### src/rtl/gpio_pkg.sv
// gpio_pkg: register map, bus widths and small helpers shared by the gpio_ctrl slice.
package gpio_pkg;

    localparam int GPIO_AW = 3;
    localparam int GPIO_DW = 16;

    // Register indices on the Wishbone I/O bus.
    typedef enum logic [GPIO_AW-1:0] {
        GPIO_IN       = 3'd0,
        GPIO_OUT      = 3'd1,
        GPIO_OUT_SET  = 3'd2,
        GPIO_OUT_CLR  = 3'd3,
        GPIO_IRQ_EN   = 3'd4,
        GPIO_IRQ_STAT = 3'd5,
        GPIO_EDGE     = 3'd6,
        GPIO_RSVD     = 3'd7
    } gpio_reg_e;

    // Expands the two byte enables into a 16-bit bit mask.
    function automatic logic [GPIO_DW-1:0] byte_mask(input logic [1:0] sel);
        return {{8{sel[1]}}, {8{sel[0]}}};
    endfunction

endpackage

### src/rtl/gpio_debounce.sv
// gpio_debounce: two-flop synchroniser plus a tick-sampled debouncer shared by all input bits.
// A bit only commits to deb once two consecutive tick samples agree, so any pulse
// shorter than DEB_DIV clocks can never be seen at two ticks in a row.
module gpio_debounce
    import gpio_pkg::*;
#(
    parameter int N       = 8,
    parameter int DEB_DIV = 16
)
(
    input  logic         clk,
    input  logic         rst_n,
    input  logic [N-1:0] din,
    output logic [N-1:0] deb
);

    localparam int            CW      = $clog2(DEB_DIV);
    localparam logic [CW-1:0] CNT_MAX = CW'(DEB_DIV - 1);

    logic [N-1:0]  sync_meta;
    logic [N-1:0]  sync;
    logic [N-1:0]  samp;
    logic [N-1:0]  agree;
    logic [CW-1:0] cnt;
    logic          tick;

    // Bring the asynchronous pins into the clock domain.
    always_ff @(posedge clk or negedge rst_n) begin
        if (!rst_n) begin
            sync_meta <= '0;
            sync      <= '0;
        end else begin
            sync_meta <= din;
            sync      <= sync_meta;
        end
    end

    // Free-running prescaler; tick fires on its last count.
    always_ff @(posedge clk or negedge rst_n) begin
        if (!rst_n) begin
            cnt <= '0;
        end else if (tick) begin
            cnt <= '0;
        end else begin
            cnt <= cnt + 1'b1;
        end
    end

    assign tick  = (cnt == CNT_MAX);
    assign agree = ~(sync ^ samp);

    // On each tick remember the sample and accept bits that matched the previous one.
    always_ff @(posedge clk or negedge rst_n) begin
        if (!rst_n) begin
            samp <= '0;
            deb  <= '0;
        end else if (tick) begin
            samp <= sync;
            deb  <= (sync & agree) | (deb & ~agree);
        end
    end

endmodule

### src/rtl/gpio_ctrl.sv
// gpio_ctrl: Wishbone GPIO slave with atomic set/clear outputs and per-input edge interrupts.
module gpio_ctrl
    import gpio_pkg::*;
#(
    parameter int              NIN     = 8,
    parameter int              NOUT    = 8,
    parameter int              DEB_DIV = 16,
    parameter logic [NOUT-1:0] OUT_RST = '0
)
(
    input  logic               wb_clk_i,
    input  logic               wb_rst_ni,
    input  logic [GPIO_AW-1:0] wb_adr_i,
    input  logic [GPIO_DW-1:0] wb_dat_i,
    output logic [GPIO_DW-1:0] wb_dat_o,
    input  logic [1:0]         wb_sel_i,
    input  logic               wb_we_i,
    input  logic               wb_stb_i,
    input  logic               wb_cyc_i,
    output logic               wb_ack_o,
    output logic [NOUT-1:0]    gpio_o,
    input  logic [NIN-1:0]     gpio_i,
    output logic               irq_o
);

    gpio_reg_e          reg_sel;
    logic               req;
    logic               wr;
    logic [GPIO_DW-1:0] wmask;
    logic [GPIO_DW-1:0] wbits;
    logic [GPIO_DW-1:0] rd_data;
    logic               unused_bits;

    logic [NOUT-1:0]    mask_o;
    logic [NOUT-1:0]    bits_o;
    logic [NIN-1:0]     mask_i;
    logic [NIN-1:0]     bits_i;

    logic [NOUT-1:0]    out_q;
    logic [NOUT-1:0]    out_d;
    logic [NIN-1:0]     en_q;
    logic [NIN-1:0]     en_d;
    logic [NIN-1:0]     stat_q;
    logic [NIN-1:0]     stat_d;
    logic [NIN-1:0]     edge_q;
    logic [NIN-1:0]     edge_d;
    logic [NIN-1:0]     w1c;

    logic [NIN-1:0]     deb;
    logic [NIN-1:0]     deb_q;
    logic [NIN-1:0]     rise;
    logic [NIN-1:0]     fall;
    logic [NIN-1:0]     ev;

    gpio_debounce #(
        .N       (NIN),
        .DEB_DIV (DEB_DIV)
    ) u_debounce (
        .clk   (wb_clk_i),
        .rst_n (wb_rst_ni),
        .din   (gpio_i),
        .deb   (deb)
    );

    // A new request is only accepted while no ack is outstanding, giving one ack per transfer.
    assign req     = wb_cyc_i & wb_stb_i & ~wb_ack_o;
    assign wr      = req & wb_we_i;
    assign reg_sel = gpio_reg_e'(wb_adr_i);

    assign wmask  = byte_mask(wb_sel_i);
    assign wbits  = wb_dat_i & wmask;
    assign mask_o = wmask[NOUT-1:0];
    assign bits_o = wbits[NOUT-1:0];
    assign mask_i = wmask[NIN-1:0];
    assign bits_i = wbits[NIN-1:0];

    // Bits above the implemented widths are deliberately discarded.
    assign unused_bits = ^{wmask, wbits};

    assign rise = deb & ~deb_q;
    assign fall = ~deb & deb_q;
    assign ev   = (rise & ~edge_q) | (fall & edge_q);

    // Next register state from bus writes; hardware edge events override a same-cycle clear.
    always_comb begin
        out_d  = out_q;
        en_d   = en_q;
        edge_d = edge_q;
        w1c    = '0;
        if (wr) begin
            case (reg_sel)
                GPIO_OUT:      out_d  = (out_q & ~mask_o) | bits_o;
                GPIO_OUT_SET:  out_d  = out_q | bits_o;
                GPIO_OUT_CLR:  out_d  = out_q & ~bits_o;
                GPIO_IRQ_EN:   en_d   = (en_q & ~mask_i) | bits_i;
                GPIO_IRQ_STAT: w1c    = bits_i;
                GPIO_EDGE:     edge_d = (edge_q & ~mask_i) | bits_i;
                default:       ;
            endcase
        end
        stat_d = (stat_q & ~w1c) | ev;
    end

    // Read multiplexer, zero-extended to the bus width.
    always_comb begin
        rd_data = '0;
        case (reg_sel)
            GPIO_IN:       rd_data[NIN-1:0]  = deb;
            GPIO_OUT,
            GPIO_OUT_SET,
            GPIO_OUT_CLR:  rd_data[NOUT-1:0] = out_q;
            GPIO_IRQ_EN:   rd_data[NIN-1:0]  = en_q;
            GPIO_IRQ_STAT: rd_data[NIN-1:0]  = stat_q;
            GPIO_EDGE:     rd_data[NIN-1:0]  = edge_q;
            default:       rd_data           = '0;
        endcase
    end

    // Control and status registers.
    always_ff @(posedge wb_clk_i or negedge wb_rst_ni) begin
        if (!wb_rst_ni) begin
            out_q  <= OUT_RST;
            en_q   <= '0;
            stat_q <= '0;
            edge_q <= '0;
        end else begin
            out_q  <= out_d;
            en_q   <= en_d;
            stat_q <= stat_d;
            edge_q <= edge_d;
        end
    end

    // One-clock delayed copy of the debounced inputs for edge detection.
    always_ff @(posedge wb_clk_i or negedge wb_rst_ni) begin
        if (!wb_rst_ni) begin
            deb_q <= '0;
        end else begin
            deb_q <= deb;
        end
    end

    // Registered ack and read data, captured on the accepting edge.
    always_ff @(posedge wb_clk_i or negedge wb_rst_ni) begin
        if (!wb_rst_ni) begin
            wb_ack_o <= 1'b0;
            wb_dat_o <= '0;
        end else begin
            wb_ack_o <= req;
            if (req) begin
                wb_dat_o <= rd_data;
            end
        end
    end

    assign gpio_o = out_q;
    assign irq_o  = |(stat_q & en_q);

endmodule

### config.mk
export PLATFORM = sky130hd
export DESIGN_NAME = gpio_ctrl
export DESIGN_NICKNAME = d
export VERILOG_FILES = /design/src/rtl/gpio_pkg.sv /design/src/rtl/gpio_debounce.sv /design/src/rtl/gpio_ctrl.sv
export SDC_FILE = /design/constraint.sdc
export NUM_CORES = 1
export LEC_CHECK = 0
export ABC_AREA = 1
export BUFFER_PORTS_ARGS = -buffer_cell sky130_fd_sc_hd__buf_4
export CAP_MARGIN = 20
export CORE_ASPECT_RATIO = 0.75
export CORE_UTILIZATION = 51
export CTS_BUF_LIST = sky130_fd_sc_hd__clkbuf_16
export DETAILED_ROUTE_END_ITERATION = 16
export GPL_TIMING_DRIVEN = 0
export PLACE_DENSITY = 0.76
export REMOVE_ABC_BUFFERS = 1
export SETUP_SLACK_MARGIN = 0.02
export SYNTH_ARGS = -nofsm -noshare
export SYNTH_HDL_FRONTEND = slang
export SYNTH_SLANG_ARGS = --single-unit
### constraint.sdc
create_clock -name wb_clk_i -period 1.4 [get_ports wb_clk_i]
set_clock_uncertainty 0.1 [all_clocks]
set_input_delay 0.21 -clock wb_clk_i [delete_from_list [all_inputs] [get_ports wb_clk_i]]
set_output_delay 0.21 -clock wb_clk_i [all_outputs]
set_load 0.02 [all_outputs]
# Yosys cells after proc, flatten, opt, wreduce, memory -nomap -nowiden
# Index checks and enable logic that the tools add are counted.
dict set report totals {
  ff_bits 85
  inputBits 34
  wordCells 65
}
dict set report classes {
  n_eq_ne 7
  reduce_logical 7
  n_bitwise 33
  n_mux 5
  n_addsub 1
}
# op n
set op_table {}
lappend op_table {{$and A8 B8 Y8} 13}
lappend op_table {{$not A8 Y8} 8}
lappend op_table {{$or A8 B8 Y8} 7}
lappend op_table {{$pmux W8 S5} 1}
lappend op_table {{$pmux W8 S3} 1}
lappend op_table {{$mux W8} 2}
lappend op_table {{$eq A3 B3 Y1 const B} 3}
lappend op_table {{$reduce_or A8 Y1} 1}
lappend op_table {{$xor A8 B8 Y8} 1}
lappend op_table {{$eq A3 B2 Y1 const B} 2}
lappend op_table {{$reduce_and A2 Y1} 3}
lappend op_table {{$add A4 B1 Y4 const B} 1}
lappend op_table {{$eq A4 B4 Y1 const B} 1}
lappend op_table {{$mux W4} 1}
lappend op_table {{$and A1 B1 Y1} 3}
lappend op_table {{$eq A3 B1 Y1 const B} 1}
lappend op_table {{$logic_not A3 Y1} 1}
lappend op_table {{$reduce_bool A3 Y1} 1}
lappend op_table {{$reduce_or A3 Y1} 1}
lappend op_table {{$not A1 Y1} 1}

# Depth between registers and ports, before layout
# Gate-level depths: netlist (run 1).
dict set report logic_depth {
  word_depth 7
  depth_mapped 7
}

# By module
# From an unflattened synthesis (run 1), not the netlist that was laid out.
dict set report hier_totals {
  hier_cells 463
  area_unflattened_um2 4007.6
}
# module seq_area_each_um2 area_each_um2 n_inst cells_each
set by_module_without_submodules {}
lappend by_module_without_submodules {gpio_ctrl 1226.2 2636.3 1 330}
lappend by_module_without_submodules {gpio_debounce 900.9 1371.3 1 133}

# Worst setup path after synthesis (run 1)
# Ideal clock, no wire load.
dict set report synth_path {
  kind {register to register}
  startpoint {reg wb_ack_o}
  endpoint {reg (tool-made name)}
  period_less_slack_ns 1.431
  arrival_time_ns 1.213
  required_ns 1.182
  slack_ns -0.031
  setup_time_ns 0.118
  path_stages_with_launch 8
  cell_sequence {dfrtp_1 > inv_1 > nand4_1 > inv_1 > nand3_2 > buf_6 > nand2_1 > o21ai_2}
}
# item line_no
set synth_lines {}
lappend synth_lines {{from (decl)} gpio_ctrl.sv:20} ;# output logic wb_ack_o,
lappend synth_lines {{from (signal assigned)} gpio_ctrl.sv:149} ;# wb_ack_o <= req;

# Worst setup path in the final report (run 1)
dict set report layout_path {
  startpoint {reg stat_q[4]}
  endpoint {out irq_o}
}
dict set report layout_between {
  elab_chain_cells 2
}
# item line_no
set layout_lines {}
lappend layout_lines {{from (decl)} gpio_ctrl.sv:43} ;# logic [NIN-1:0] stat_q;
lappend layout_lines {{from (signal assigned)} gpio_ctrl.sv:129} ;# stat_q <= stat_d;
lappend layout_lines {{$and A8 B8 Y8} gpio_ctrl.sv:157} ;# assign irq_o = |(stat_q & en_q);
lappend layout_lines {{$reduce_or A8 Y1} gpio_ctrl.sv:157}
lappend layout_lines {{to (decl)} gpio_ctrl.sv:23} ;# output logic irq_o
# Every way passes these cells.

==> results of run 1 <==
[logic make-up (layout without fill, tap and decap cells)]
kind of cell | Yosys count | in the layout | synth area share (%)
fa+ha+maj | 1 | 1 | 0.3226
simple gates | 176 | 179 | 22.04
other cells | 1 | 8 | 0.09671
flops | 85 | 85 | 54.86
xor+xnor | 1 | 1 | 0.2259
compound gates | 77 | 77 | 12.88
buf+inv | 71 | 128 | 9.584
[tightest hold or removal path: stages]
cell and delay, ns:
buf_4 0.09, inv_1 0.06, o21ai_2 0.12
[layout make-up]
cell class,instances,share of cell area [%]
inverters,49,3.885
repair buffers,63,12.01
clock buffers,9,4.571
clock inverters,7,1.651
flip-flops and latches,85,43.19
well taps,101,2.565
multi-input cells,266,32.12
[worst min path at each step]
stage	startpoint	endpoint	slack [ns]	cells past startpoint
6_report	wb_dat_i[2]	flop	0.07	3
5_1_grt	wb_dat_i[1]	flop	0.06	3
4_1_cts	wb_rst_ni	u_debounce.samp[6]	0.005	1
3_5_place_dp	gpio_i[1]	u_debounce.sync_meta[1]	0.22	1
3_3_place_gp	gpio_i[1]	u_debounce.sync_meta[1]	0.22	1
2_1_floorplan	wb_rst_ni	async pin	-0.19	0
[metrics by stage]
step / worst slack (ns) / util (%) / total power, mW / instance area [sq um]
after floorplan: -0.1880 / - / 3.368 / 3724
after global placement: -0.5125 / 56.56 / 3.767 / 4165
after detailed placement: -0.6000 / 56.56 / 3.803 / 4165
after CTS: -0.2481 / 63.80 / 6.325 / 4698
after global routing: -0.2946 / 66.90 / 6.630 / 4927
final: -0.2545 / 66.90 / 6.361 / 4927
[layer usage]
metal  part of all wire [%]  GRT usage (%)  routed length, microns  vias to the layer above
met5                      0              0                       0                        -
met4                    1.9          10.43                     178                        0
met3                    6.5          6.577                     611                       17
met2                     49          40.27                    4579                      111
met1                     43          31.25                    4069                     1597
li1                       -              -                       -                     1479
[timing repair]
| action | in CTS | in global routing |
|---|---|---|
| pin swaps | 4 | 4 |
| buffers inserted | 4 | 5 |
| hold buffers | 8 | 1 |
| endpoints found under the setup margin | 58 | 33 |
| endpoints found under the hold margin | 8 | 16 |
| gates cloned | 2 | 3 |
| gates resized for setup | 13 | 33 |
[cell usage in the layout, fill, tap and decap left out, drive strengths merged]
cell         count
a221oi           2
o22ai            8
xor2             1
nand3           42
clkbuf          11
nand4           16
inv             50
bufinv           2
o21ai           49
a21oi            8
a21boi           1
ha               1
dfrtp           85
nor3             2
dlygate4sd3      9
conb             8
nor2            21
clkinv           4
or2              8
buf             52
nand2           90
o21bai           9
[power breakdown]
| part | internal [mW] | leakage (nW) | total (mW) | switching [mW] |
|---|---|---|---|---|
| sequential | 2.68 | 1.03 | 2.86 | 0.183 |
| clock | 1.54 | 0.155 | 2.47 | 0.930 |
| combinational | 0.442 | 1.29 | 1.03 | 0.590 |
| total | 4.66 | 2.48 | 6.36 | 1.70 |
==> results.toml, run 1 <==
[cells_and_area]
ff_latch_area_sq_mm = 0.002128
final_cells = 580
multi_input_area_sq_mm = 0.001583
n_antenna_cell = 0
layout.nets = 509
area_delta_synth_final_pct = 27.07
drive_above_1_share_pct = 27.56
num-fill-cells = 598

[sta]
whs_ns = 0.06570
setup_slack_ns = -0.2545
period_share_pct = 118.2
hold_violations = 0
finalCriticalPeriod_ns = 1.655
fmax_ghz = 0.6044
drv_slew = 0
setup_viol = 18
grt_setup_unrepaired = "true"
fin_tns_setup_ns = -0.3824

[routing]
vias = 3204
firstDrtPassIters = 4
detail-route-antenna-nets = 0
vias_per_cell = 5.524
avgRoutedWirePerCell_microns = 16.27
drt_iter0_markers = 196
drt_drc_violations_left = 0
drt-total-wl_microns = 9438

[yosys]
synth_top_cell_by_area = "dfrtp_1"
mappedNetlistArea_sq_mm = 0.003877
ys_seq_area_share_pct = 54.86
synthMostInstantiatedCell = "nand2_1"
synthTopCellsByCount = "nand2_1, dfrtp_1, inv_1"
ys_seq_elements = 85
syn_avg_cell_area_sq_um = 9.411
synthFlopType = "dfrtp_1"
async_reset_ff_share_pct = 100.0
synth-edff-count = 0
synth_area_leaders = "dfrtp_1, nand2_1, nand3_1"
synth_warnings = 0
ys_types = 33
synth_top_area_share_pct = 54.86
syn_inst = 412

[outcome]
violations = "setup timing"
status = "finished with violations"

[floorplan]
die_area_sq_mm = 0.007959
core-area_sq_mm = 0.007365
initial_core_util_pct = 52.65
std_cell_rows = 27
io_pins = 60
die_h_microns = 77.51
die_x_microns = 102.7

[global_route]
grt_pass1_vias = 3018
grt_pass1_wl_microns = 14440
grt_max_degree = 86
grt-ovfl-total = 0
track_usage_pct = 24.84
antenna_found_initial = 0

[place]
place_congestion = 0.8881
io_buffer_count = 42
placedCellCount = 540
dpl.hpwl_microns = 5648

[setup_path]
path_cells = "nand2_1, nand2_1, a221oi_2, nand2_1, buf_6"
worst_ep_arrival_time_ns = 1.34
cp_max_fo = 3
setup.worst_path.end_class = "primary output"
r2r_cells = 8
crit_path_start_kind = "flop"
critical_path_class = "reg -> out"
path_buf_inv = 1
cp-startpoint = "stat_q[4]"
crit_slowest_cell = "dfrtp_1"
r2r_setup_slack_ns = -0.03
cp_num_cells = 5
cp_common_cell = "nand2_1"
r2r-start = "wb_ack_o"
slowest_delay_ns = 0.40
cp_top_family = "flip-flops"
required_ns = 1.09
crit_end = "irq_o"

[worst_hold_path]
min_path_type = "in -> reg"

[power_and_ir_drop]
p_leak_nw = 2.478
peakVddDrop_uv = 1100
power_density_mw_per_mm2 = 1291

[run]
max_cap_viol_count = 0

[clock_network]
cts_made_buffers = 9
cts-root-buf = "clkbuf_16"
insertion_delay_ns = 0.34
tritoncts = "yes"
cts_max_path_buffers = 2
clk_pin_slew_ns = 0.06
htreeDepth = 3
cts.sinks = 85
Power figures use the tool's default switching activity.
==> run 2: changes to the inputs <==
- CORE_ASPECT_RATIO: 0.75 -> 0.5
==> run 2 against run 1 <==
Effect of this change: the run ends with DRC, setup timing left; final area rose by 0.38%; sequential cell count did not move; sequential share of layout area fell by 0.16 points; total power fell by 0.81%.
==> results.toml, run 2 (synthesis results as in run 1) <==
[sta]
fin_tns_setup_ns = -0.8411
period_share_pct = 117.3
setup_viol = 15
grt_setup_unrepaired = "true"
whs_ns = 0.05997
setup_slack_ns = -0.2428
hold_violations = 0
finalCriticalPeriod_ns = 1.643
drv_slew = 0
fmax_ghz = 0.6087

[clock_network]
insertion_delay_ns = 0.34
htreeDepth = 3
cts_max_path_buffers = 2
cts-root-buf = "clkbuf_16"
cts.sinks = 85
tritoncts = "yes"
cts_made_buffers = 9
clk_pin_slew_ns = 0.06

[floorplan]
std_cell_rows = 22
die_h_microns = 63.66
initial_core_util_pct = 52.76
core-area_sq_mm = 0.007350
io_pins = 60
die_area_sq_mm = 0.007977
die_x_microns = 125.3

[setup_path]
worst_ep_arrival_time_ns = 1.33
cp_common_cell = "nand2_2"
path_cells = "nand2_2, nand2_2, a221oi_2, nand2_1, buf_6"
crit_path_start_kind = "flop"
setup.worst_path.end_class = "primary output"
critical_path_class = "reg -> out"
required_ns = 1.09
slowest_delay_ns = 0.40
r2r_setup_slack_ns = -0.08
r2r_cells = 7
cp_max_fo = 2
r2r-start = "wb_ack_o"
crit_slowest_cell = "dfrtp_1"

[place]
dp_slack_ns = -0.5495
placedCellCount = 535
io_buffer_count = 42
dpl.hpwl_microns = 5424
place_congestion = 0.8568

[global_route]
use_met1_pct = 32.91
use_met3_pct = 6.542
grt-ovfl-total = 0
use_met2_pct = 37.71
grt_pass1_wl_microns = 14820
grt_max_degree = 86
track_usage_pct = 24.42
antenna_found_initial = 0
gr-max-usage-layer = "met2"
grt_pass1_vias = 2980

[cells_and_area]
layout.nets = 514
num-fill-cells = 572
multi_input_area_sq_mm = 0.001582
final_cells = 580
area_delta_synth_final_pct = 27.56
drive_above_1_share_pct = 29.13
layout_commonest_cell = "dfrtp_1"
n_antenna_cell = 0
ff_latch_area_sq_mm = 0.002128
final_cell_mix = "dfrtp_1, nand2_1, buf_4"
utilization_pct = 67.30

[routing]
detail-route-antenna-nets = 0
firstDrtPassIters = 11
vias_per_cell = 5.414
avgRoutedWirePerCell_microns = 15.43
drt_drc_violations_left = 2
drt-total-wl_microns = 8950
drt_iter0_markers = 317
vias = 3140

[worst_hold_path]
min_from = "wb_dat_i[4]"
min_path_cells = 3
min_path_type = "in -> reg"

[power_and_ir_drop]
peakVddDrop_uv = 683.3
p_leak_nw = 2.487
power_density_mw_per_mm2 = 1276

[run]
max_cap_viol_count = 0

[outcome]
status = "finished with violations"
violations = "DRC, setup timing"
-- run 2: cell types whose count changed in the layout (fill, tap and decap cells not counted), sizes merged --
cell and delta:
nand2 -1, buf +7, bufinv -1, inv +2, clkinv -1, clkbuf -1
-- run 2: worst max-delay path by stage --
stage	from	end	slack [ns]	depth (start not counted)
2_1_floorplan	u_debounce.cnt[0]	flop	-0.19	4
3_3_place_gp	u_debounce.cnt[0]	flop	-0.46	4
3_5_place_dp	u_debounce.cnt[0]	flop	-0.55	4
4_1_cts	stat_q[5]	irq_o	-0.20	5
5_1_grt	stat_q[4]	irq_o	-0.28	5
6_report	stat_q[4]	irq_o	-0.24	5
-- run 2: what timing repair did --
action / CTS / global route
hold endpoints to repair: 29 / 31
buffers inserted: 13 / 3
resized for setup: 13 / 39
hold buffers: 8 / 1
cloned: 2 / 1
endpoints found under the setup margin: 58 / 50
pin swaps: 7 / 23
-- run 2: cell type report --
type / count / share of cell area, %
clock buffers: 9 / 4.554
inverters: 49 / 3.921
multi-input cells: 265 / 31.98
repair buffers: 69 / 12.60
well taps: 96 / 2.429
flip-flops and latches: 85 / 43.03
clock inverters: 7 / 1.493
-- run 2: report_power, final --
part / internal, mW / total (mW) / switching, mW
clock network: 1.39 / 2.38 / 0.992
registers: 2.68 / 2.87 / 0.188
logic: 0.459 / 1.06 / 0.601
total: 4.53 / 6.31 / 1.78
-- run 2: critical path, delay by kind of cell, from the launching register on --
| family | cells | cell delay (ns) |
|---|---|---|
| simple gates | 3 | 0.29 |
| buf+inv | 1 | 0.14 |
| compound gates | 1 | 0.17 |
| flops | 1 | 0.40 |
-- run 2: per-layer routing --
layer	share of wire [%]	vias to the layer above
met2	45	124
met4	2.4	0
met5	0	-
met3	7.2	21
li1	-	1492
met1	45	1503
-- run 2: through the flow --
stage / area, sq um / total power, mW
after floorplan: 3724 / 3.368
after global placement: 4159 / 3.767
after detailed placement: 4159 / 3.799
after CTS: 4758 / 6.256
after global routing: 4946 / 6.590
final: 4946 / 6.310
